[src/rtl/hazard_scoreboard.sv]
// Scoreboard-based hazard and forwarding controller: tracks DEPTH in-flight destinations
// after ID, decides stalls and per-operand forward selects, and counts stalls/forwards.
module hazard_scoreboard #(
    parameter int REG_AW   = 5,
    parameter int DEPTH    = 3,
    parameter int LOAD_LAT = 1,
    parameter int CNT_W    = 16,
    parameter int SEL_W    = 2
) (
    input  logic              clk,
    input  logic              rst,
    input  logic              forwarding,
    input  logic              stalling,
    input  logic              issue_valid,
    input  logic [REG_AW-1:0] issue_rs,
    input  logic [REG_AW-1:0] issue_rt,
    input  logic              issue_uses_rs,
    input  logic              issue_uses_rt,
    input  logic [REG_AW-1:0] issue_rd,
    input  logic              issue_reg_write,
    input  logic              issue_is_load,
    input  logic              flush,
    output logic              stall_out,
    output logic [SEL_W-1:0]  fwd_rs_sel,
    output logic [SEL_W-1:0]  fwd_rt_sel,
    output logic [CNT_W-1:0]  stall_count,
    output logic [CNT_W-1:0]  fwd_count
);

    typedef struct packed {
        logic             haz;
        logic [SEL_W-1:0] sel;
    } src_res_t;

    logic [DEPTH-1:0]  vld_q;
    logic [DEPTH-1:0]  ld_q;
    logic [REG_AW-1:0] dst_q [DEPTH];
    logic [CNT_W-1:0]  stall_cnt_q, stall_cnt_d;
    logic [CNT_W-1:0]  fwd_cnt_q, fwd_cnt_d;
    logic              slot0_vld_d;
    src_res_t          rs_res, rt_res;

    // Walk oldest to youngest so the youngest match is the one left standing.
    function automatic src_res_t resolve(input logic [REG_AW-1:0] s, input logic used);
        src_res_t r;
        logic     hit;
        logic     rdy;
        int       pos;
        r   = '0;
        hit = 1'b0;
        rdy = 1'b0;
        pos = 0;
        for (int p = DEPTH - 1; p >= 0; p--) begin
            if (used && (s != '0) && vld_q[p] && (dst_q[p] == s)) begin
                hit = 1'b1;
                pos = p;
                rdy = ld_q[p] ? (p >= LOAD_LAT) : 1'b1;
            end
        end
        if (hit) begin
            if (!forwarding || !rdy) r.haz = 1'b1;
            else                     r.sel = SEL_W'(pos + 1);
        end
        return r;
    endfunction

    function automatic logic [CNT_W-1:0] sat_inc(input logic [CNT_W-1:0] c);
        return (&c) ? c : c + 1'b1;
    endfunction

    always_comb begin
        rs_res      = resolve(issue_rs, issue_uses_rs);
        rt_res      = resolve(issue_rt, issue_uses_rt);
        fwd_rs_sel  = rs_res.sel;
        fwd_rt_sel  = rt_res.sel;
        stall_out   = stalling & issue_valid & ~flush & (rs_res.haz | rt_res.haz);
        slot0_vld_d = issue_valid & issue_reg_write & (issue_rd != '0) & ~stall_out & ~flush;
        stall_cnt_d = stall_out ? sat_inc(stall_cnt_q) : stall_cnt_q;
        fwd_cnt_d   = ((|fwd_rs_sel) | (|fwd_rt_sel)) ? sat_inc(fwd_cnt_q) : fwd_cnt_q;
    end

    // Valid bits and counters carry reset; slot payload only matters when valid.
    always_ff @(posedge clk or negedge rst) begin
        if (!rst) begin
            vld_q       <= '0;
            stall_cnt_q <= '0;
            fwd_cnt_q   <= '0;
        end else begin
            for (int p = DEPTH - 1; p >= 1; p--) vld_q[p] <= vld_q[p-1];
            vld_q[0]    <= slot0_vld_d;
            stall_cnt_q <= stall_cnt_d;
            fwd_cnt_q   <= fwd_cnt_d;
        end
    end

    always_ff @(posedge clk) begin
        for (int p = DEPTH - 1; p >= 1; p--) begin
            dst_q[p] <= dst_q[p-1];
            ld_q[p]  <= ld_q[p-1];
        end
        dst_q[0] <= issue_rd;
        ld_q[0]  <= issue_is_load;
    end

    assign stall_count = stall_cnt_q;
    assign fwd_count   = fwd_cnt_q;

endmodule

[config.mk]
export PLATFORM = sky130hd
export DESIGN_NAME = hazard_scoreboard
export DESIGN_NICKNAME = d
export VERILOG_FILES = /design/src/rtl/hazard_scoreboard.sv
export SDC_FILE = /design/constraint.sdc
export NUM_CORES = 1
export LEC_CHECK = 0
export CORE_MARGIN = 10
export CORE_UTILIZATION = 37
export CTS_CLUSTER_SIZE = 24
export DETAILED_ROUTE_END_ITERATION = 7
export PLACE_DENSITY = 0.68
export SLEW_MARGIN = 20
export SYNTH_ARGS = -nofsm -noshare
export SYNTH_HDL_FRONTEND = slang
export SYNTH_SLANG_ARGS = --single-unit
[constraint.sdc]
create_clock -name clk -period 4.2 [get_ports clk]
set_input_delay 0.84 -clock clk [delete_from_list [all_inputs] [get_ports clk]]
set_output_delay 0.84 -clock clk [all_outputs]
set_load 0.02 [all_outputs]
==> results.yml, run 1 <==
outcome:
  status: "completed"
logic_synthesis:
  synth_top_area_cell: "dfrtp_1"
  synth_top_family_by_area: "simple AND/OR/NAND/NOR gates"
  synth_fa_ha_area_share_pct: 1.005
  syn_avg_cell_area_sq_um: 10.42
  yosysWarnings: 0
  ys_async_sr_fraction_pct: 68.63
  yosys-top-cells-area: "dfrtp_1 35%, dfxtp_1 13%, xor2_1 12%"
  synthMuxAreaShare_pct: 1.055
  synth-seq-area-share_pct: 48.02
  synth_compound_area_share_pct: 5.324
  synth_xor_area_share_pct: 20.39
  synth_nets: 266
  synth_common_cells: "35 x dfrtp_1, 33 x xor2_1, 25 x xnor2_1"
  yosys.area.top_type_share_pct: 35.16
  yosysMostFrequentCell: "dfrtp_1"
  ys.flop_type: "dfrtp_1"
  syn_area_sq_um: 2491
  synth_edf_count: 0
  synth_simple_gate_area_share_pct: 22.35
  ys_types: 42
  ys_ff_latch: 51
  netlist_instances: 239
grt:
  grt_usage_pct: 11.68
  grt_pass1_wl_microns: 9970
  grt_max_degree: 36
  antenna_found_initial: 0
  grt_pass1_vias: 2111
  grt.overflow.total: 0
floorplanning:
  core_sq_um: 6459
  die_h_microns: 102.1
  dieArea_sq_um: 10420
  fp.dieW_microns: 102.1
  rows: 29
  ioPinCount: 62
  start_util_pct: 38.57
sta:
  maxSlewHeadroom_pct: 70.26
  fin_crit_ps: 4091
  timing.final.crit_share_pct: 97.40
  rsz0062_at_grt: "true"
  fin_ws_ps: 109.4
  fmax_mhz: 244.5
  slew_violations: 0
  tightestPinTransition_ps: 446.1
  hold_viol: 0
  finClkSkew_ps: 6.517
  finalSetupViolCount: 0
placement:
  io_buffers: 61
  placed_cells: 382
  gp_congestion: 0.8675
  dp_hpwl_microns: 4708
  preCtsSetupSlack_ps: 4.740
clock_tree:
  h-tree-depth: 2
  cts_buffers: 5
  clkLatencyLatePin_ps: 300
  clockBufferDepth: 2
  cts_root_buffer: "clkbuf_8"
  cts_sinks: 51
  clk_pin_slew_ps: 100
  post_cts_buffers: 0
  cts_tree: "built"
detailed_routing:
  drt_iter0_drc: 42
  wirelength_microns: 5870
  post_drt_wl_per_cell_microns: 15.05
  drt_first_pass_iters: 4
  num_vias: 1980
  ant_nets: 0
  viasPerCell: 5.077
  drc: 0
critical_path:
  critPathLaunchType: "input pin"
  path_class: "input pin to primary output"
  required_ps: 3360
  critPathCaptureType: "primary output"
  arrival_ps: 3250
  critPathMaxFanout: 5
cells_and_area:
  drive_gt1_share_pct: 9.265
  nFillCells: 596
  diodes: 0
  fin_cells: 390
  syn2layout_area_growth_pct: 34.81
  nets: 339
  final_util_pct: 52.00
power_and_ir_drop:
  power.total_mw: 0.9557
  vdd_drop_max_uv: 164.1
  p_per_area_nw_per_um2: 284.6
  leakagePower_nw: 1.418
job:
  maxCapViolations: 0
hold_path:
  min_path_type: "flip-flop to flip-flop"
[where the power goes]
part	switching, mW	internal, mW	total (mW)
clock	0.170	0.157	0.327
sequential	0.0177	0.504	0.522
combinational	0.0480	0.0589	0.107
total	0.236	0.720	0.956
[worst max-delay path: stages]
cell,delay (ps)
clkdlybuf4s50_1,410
or4_1,520
o21a_1,220
and4_4,200
o311a_1,340
o31ai_2,90
nor2_1,90
clkdlybuf4s50_1,540
[sequential cells by signal (all words and copies together), names as in the netlist]
register / flops
fwd_count: 16
stall_count: 16
dst_q: 15
vld_q: 3
ld_q: 1
[cell type report]
type / instances / area (sq um) / share of cell area [%]
Multi-Input combinational cell: 178 / 1257 / 37.44
Inverter: 7 / 26.28 / 0.7824
Timing Repair Buffer: 69 / 670.6 / 19.97
Sequential cell: 51 / 1196 / 35.62
Tap cell: 77 / 96.34 / 2.869
Clock buffer: 6 / 93.84 / 2.794
Clock inverter: 2 / 17.52 / 0.5216
[cells by family after synthesis]
| group | count (synthesis) |
|---|---|
| AND/OR/NAND/NOR | 101 |
| XOR/XNOR | 58 |
| flip-flops | 51 |
| AO/OA/AOI/OAI | 15 |
| buffers and inverters | 10 |
| multiplexers | 2 |
| adder cells (fa/ha/maj) | 2 |
[repair_timing]
item | in CTS | in global routing
endpoints found under the hold margin | 0 | 0
hold buffers | 0 | 0
endpoints found under the setup margin | 1 | 3
pin swaps | 0 | 0
cloned | 0 | 0
resized for setup | 1 | 3
[final timing paths]
check | start | to | slack [ps] | cells after the start
max | issue_rs[1] | stall_out | 110 | 8
min | dst_q[0][2] | dst_q[0][7] | 400 | 0
max reg2reg | dst_q[0][8] | fwd_count[1] | 1550 | 8
min reg2reg | dst_q[0][2] | dst_q[0][7] | 400 | 0
max in group asynchronous | rst | stall_count[8] | 2930 | 2
min in group asynchronous | rst | fwd_count[7] | 950 | 2
[layer usage]
layer	share of wire, %	GRT usage, %	vias to the layer above	routed length (microns)
met2	46	19.41	51	2724
li1	-	-	985	-
met1	44	13.70	940	2610
met4	0.43	2.603	0	25
met3	8.7	4.993	4	510
met5	0	0	-	0
[layout by cell type, fill, tap and decap left out, drive strengths merged, types with 11 or more instances in the layout]
| master | count |
|---|---|
| xor2 | 33 |
| nor2 | 11 |
| clkdlybuf4s50 | 61 |
| nand2 | 18 |
| dfrtp | 35 |
| dfxtp | 16 |
| xnor2 | 25 |
| nor3 | 13 |
| nand3 | 20 |
[metrics by stage]
stage	cell area, sq um	TNS, ps	hold WS [ps]
final	3358	0	400.4
after global routing	3358	-8.332	413.8
after CTS	3349	0	403.7
after detailed placement	3238	0	388.9
after global placement	3238	0	378.6
after floorplan	2491	0	373.1
Note: power is estimated with default switching activity, not from simulation.
==> inputs of run 2 (changes only) <==
Settings changed: ABC_AREA from default to 1, CORE_UTILIZATION 37 to 56, PLACE_DENSITY 0.68 to 0.91.
==> results.yml, run 2 <==
outcome:
  status: "completed"
cells_and_area:
  multiInputGateArea_sq_um: 1679
  layout_common_cells: "152 x nand2_1, 61 x clkdlybuf4s50_1, 45 x nand3_1"
  nets: 523
  final_util_pct: 70.58
  drive_gt1_share_pct: 7.847
  syn2layout_area_growth_pct: 23.78
  fin_cells: 569
  nFillCells: 488
  final_common_cell: "nand2_1"
  diodes: 0
  regArea_sq_um: 1196
  finalInstanceArea_sq_um: 3862
logic_synthesis:
  ys_types: 33
  ys_async_sr_fraction_pct: 68.63
  yosys-top-cells-area: "dfrtp_1 28%, nand2_1 18%, dfxtp_1 10%"
  yosys.area.top_type_share_pct: 28.07
  synth-seq-area-share_pct: 38.33
  syn_avg_cell_area_sq_um: 7.190
  yosysWarnings: 0
  yosysMostFrequentCell: "nand2_1"
  syn_area_sq_um: 3120
  synth_edf_count: 0
  ys.flop_type: "dfrtp_1"
  netlist_instances: 434
  synth_common_cells: "152 x nand2_1, 45 x nand3_1, 40 x inv_1"
  synth_top_area_cell: "dfrtp_1"
  synth_nets: 461
  ys_ff_latch: 51
clock_tree:
  clkLatencyLatePin_ps: 300
  hold_buffers: 0
  cts_sinks: 51
  cts_buffers: 5
  post_cts_buffers: 0
  h-tree-depth: 2
  cts_tree: "built"
  clk_pin_slew_ps: 90
  clockBufferDepth: 2
  ctsResizeCount: 0
  cts_root_buffer: "clkbuf_8"
detailed_routing:
  wirelength_microns: 7991
  routed.top_layer: "met4"
  routed-wl-met3_microns: 531
  met1Wirelength_microns: 3579
  ant_nets: 0
  viasPerCell: 5.244
  route.met2.wl_microns: 3803
  drt_first_pass_iters: 4
  drt_iter0_drc: 176
  post_drt_wl_per_cell_microns: 14.04
  drc: 0
  num_vias: 2984
sta:
  setup-tns-final_ps: 0
  finClkSkew_ps: 10.25
  fin_crit_ps: 3979
  maxSlewHeadroom_pct: 57.08
  hold_viol: 0
  worst_hold_slack_ps: 371.4
  fin_ws_ps: 221.1
  timing.final.crit_share_pct: 94.73
  slew_violations: 0
  fmax_mhz: 251.3
  rsz0062_at_grt: "false"
  tightestPinTransition_ps: 641.9
  finalSetupViolCount: 0
power_and_ir_drop:
  p_per_area_nw_per_um2: 237.6
  vdd_drop_max_uv: 241.5
  power.total_mw: 0.9177
  leakagePower_nw: 1.902
grt:
  grt_pass1_wl_microns: 13410
  antenna_found_initial: 0
  grt.overflow.total: 0
  grt_usage_pct: 18.26
  grt_pass1_vias: 2922
  grt_max_degree: 36
placement:
  io_buffers: 61
  dp_hpwl_microns: 6004
  placed_cells: 561
  gp_congestion: 0.9562
  preCtsSetupSlack_ps: 212.9
  dpl-instance-area_sq_um: 3779
critical_path:
  critPathCaptureType: "primary output"
  critPathMaxFanout: 5
  crit_chain: "clkdlybuf4s50_1 > inv_2 > nand2_1 > nand2_1 > nor3_4 > nand3_2 > nand2_2 > nand2_4 > a21boi_0 > clkdlybuf4s50_1"
  path_class: "input pin to primary output"
  required_ps: 3360
  critPathLaunchType: "input pin"
  cpMaxStageDelayCell: "clkdlybuf4s50_1"
  cp_slowest_stage_delay_ps: 670
  arrival_ps: 3140
floorplanning:
  start_util_pct: 57.02
  ioPinCount: 62
  rows: 27
  fp.dieW_microns: 94.65
  core_sq_um: 5473
  dieArea_sq_um: 8958
  die_h_microns: 94.65
job:
  maxCapViolations: 0
hold_path:
  min_path_type: "flip-flop to flip-flop"
==> run 2: cell types whose count changed after synthesis, sizes merged, moves of 4 or more <==
cell / change
or4: -4
xnor2: -17
nand4: +16
nand2: +144
nand3: +28
nor2: +19
nor3: -4
and4: -4
inv: +43
and3: -5
buf: +4
xor2: -13
a21oi: +5
==> run 2: critical path, delay by kind of cell <==
kind | cells | cell delay [ps]
buf+inv | 3 | 1320
simple gates | 6 | 710
compound gates | 1 | 270
==> run 2: worst paths after layout <==
path / to / depth (start not counted) / from / slack [ps]
max: stall_out / 10 / issue_rs[2] / 220
min: dst_q[0][8] / 0 / dst_q[0][3] / 370
max reg2reg: fwd_count[0] / 8 / fwd_count[0] / 1740
min reg2reg: dst_q[0][8] / 0 / dst_q[0][3] / 370
max in group asynchronous: vld_q[2] / 2 / rst / 2930
min in group asynchronous: fwd_count[10] / 2 / rst / 930
==> run 2: per-layer routing <==
layer | global-route usage [%] | vias to the layer above
li1 | - | 1516
met1 | 23.72 | 1361
met2 | 29.35 | 99
met3 | 4.917 | 8
met4 | 4.863 | 0
met5 | 0 | -
==> run 2: cell families after synthesis <==
kind of cell / synth area share, %
adders and majority gates: 0.8018
and+or+nand+nor: 42.98
buffers and inverters: 7.859
AOI/OAI and AO/OA: 2.165
DFF: 38.33
xor gates and xnor gates: 7.859
==> run 2: power by group <==
part | internal [mW] | switching, mW | leakage, nW
combinational | 0.0506 | 0.0675 | 1.24
clock | 0.118 | 0.164 | 0.0385
sequential | 0.502 | 0.0155 | 0.621
total | 0.671 | 0.246 | 1.90
==> run 2: cell type report <==
cell class,count,share of cell area [%]
Clock inverter,1,0.1944
Tap cell,72,2.332
Multi-Input combinational cell,325,43.47
Sequential cell,51,30.97
Inverter,50,4.859
Clock buffer,7,1.976
Timing Repair Buffer,63,16.20
==> inputs of run 3 (changes only) <==
Settings changed: GPL_TIMING_DRIVEN from default to 1, PLACE_DENSITY 0.91 to 0.89.
==> results.yml, run 3 (synthesis results as in run 2) <==
outcome:
  status: "completed"
power_and_ir_drop:
  internal_power_mw: 0.7251
  power.share.clock_pct: 34.9
  p_per_area_nw_per_um2: 250.6
  pwr-share-comb_pct: 12.1
  p_switching_mw: 0.2509
  switching_share_pct: 25.71
  vdd_drop_max_uv: 195.2
  leakagePower_nw: 1.924
  seqPwrFrac_pct: 53.0
floorplanning:
  dieArea_sq_um: 8958
  core_sq_um: 5473
  die_h_microns: 94.65
  rows: 27
  ioPinCount: 62
  start_util_pct: 57.02
  fp.dieW_microns: 94.65
clock_tree:
  hold_buffers: 0
  cts_tree: "built"
  cts_sinks: 51
  clockBufferDepth: 2
  clkLatencyLatePin_ps: 310
  clk_pin_slew_ps: 90
  post_cts_buffers: 0
  ctsResizeCount: 0
  cts_root_buffer: "clkbuf_8"
  cts_buffers: 5
  h-tree-depth: 2
sta:
  finalSetupViolCount: 0
  maxSlewHeadroom_pct: 57.41
  tightestPinTransition_ps: 636.9
  finClkSkew_ps: 10.88
  fmax_mhz: 252.4
  fin_ws_ps: 238.3
  slew_violations: 0
  setup-tns-final_ps: 0
  fin_crit_ps: 3962
  rsz0062_at_grt: "false"
  hold_viol: 0
  timing.final.crit_share_pct: 94.33
cells_and_area:
  finalInstanceArea_sq_um: 3895
  nets: 523
  layout_common_cells: "152 x nand2_1, 61 x clkdlybuf4s50_1, 45 x nand3_1"
  final_common_cell: "nand2_1"
  syn2layout_area_growth_pct: 24.82
  final_util_pct: 71.17
  diodes: 0
  fin_cells: 569
  drive_gt1_share_pct: 8.249
  nFillCells: 457
detailed_routing:
  drt_iter0_drc: 164
  ant_nets: 0
  wirelength_microns: 7960
  drt_first_pass_iters: 4
  post_drt_wl_per_cell_microns: 13.99
  drc: 0
  viasPerCell: 5.308
  num_vias: 3020
grt:
  grt.overflow.total: 0
  antenna_found_initial: 0
  grt_max_degree: 36
  grt_pass1_vias: 2924
  grt_pass1_wl_microns: 13550
  grt_usage_pct: 18.30
placement:
  io_buffers: 61
  placed_cells: 561
  dpl-instance-area_sq_um: 3779
  gp_congestion: 0.9090
  preCtsSetupSlack_ps: 263.9
  dp_hpwl_microns: 6021
critical_path:
  required_ps: 3360
  critPathCaptureType: "primary output"
  critPathTopFamily: "buffers and inverters"
  critPathLaunchType: "input pin"
  critPathMaxFanout: 4
  worst-path-buf-inv: 3
  arrival_ps: 3120
  cp_slowest_stage_delay_ps: 660
  cpMaxStageDelayCell: "clkdlybuf4s50_1"
  crit_chain: "clkdlybuf4s50_1 > inv_2 > nand2_1 > nand2_1 > nor3_4 > nand3_2 > nand2_2 > nand2_4 > a21boi_0 > clkdlybuf4s50_1"
  path_class: "input pin to primary output"
job:
  maxCapViolations: 0
hold_path:
  min_path_type: "flip-flop to flip-flop"
[run 3: metal layers]
metal  vias up  routed length (microns)  GRT usage (%)
met5         -                        0              0
met4         0                       70          3.865
met3         8                      568          5.868
met2        81                     3614          28.83
met1      1416                     3707          24.06
li1       1515                        -              -
[run 3: through the flow]
| stage | hold WS (ps) | total power [mW] |
|---|---|---|
| final | 370.8 | 0.9760 |
| after detailed placement | 354.9 | 0.6444 |
| after global routing | 374.2 | 1.019 |
| after global placement | 335.5 | 0.6424 |
| after CTS | 369.3 | 0.9875 |
| after floorplan | 330.8 | 0.5803 |
[run 3: worst reg2reg max path: cells and delay by family, from the launching register on]
family                     cells  cell delay (ps)
DFF                            1              440
and+or+nand+nor                7             1760
adders and majority gates      1              210
[run 3: layout make-up]
cell class | count | area [sq um] | area share [%]
multi-input combinational | 325 | 1679 | 43.11
sequential | 51 | 1196 | 30.71
timing repair buffer | 63 | 625.6 | 16.06
inverter | 50 | 187.7 | 4.818
clock buffer | 7 | 107.6 | 2.763
tap | 72 | 90.09 | 2.313
clock inverter | 1 | 8.758 | 0.2249
[run 3: power by group through the flow]
stage	Clock, mW	Sequential, mW	Combinational [mW]
5_1_grt	0.367	0.519	0.132
2_1_floorplan	0	0.529	0.0514
3_3_place_gp	0	0.526	0.116
6_report	0.341	0.517	0.118
4_1_cts	0.352	0.517	0.119
3_5_place_dp	0	0.527	0.118
[run 3: worst paths after layout]
kind,from,end,slack [ps],cells past startpoint
worst max-delay path,issue_rs[4],stall_out,240,10
worst min-delay path,dst_q[0][3],dst_q[0][8],370,0
worst max register to register,fwd_count[0],fwd_count[6],1740,8
worst min register to register,dst_q[0][3],dst_q[0][8],370,0
max in group asynchronous,rst,fwd_count[0],2940,2
min in group asynchronous,rst,stall_count[3],950,2
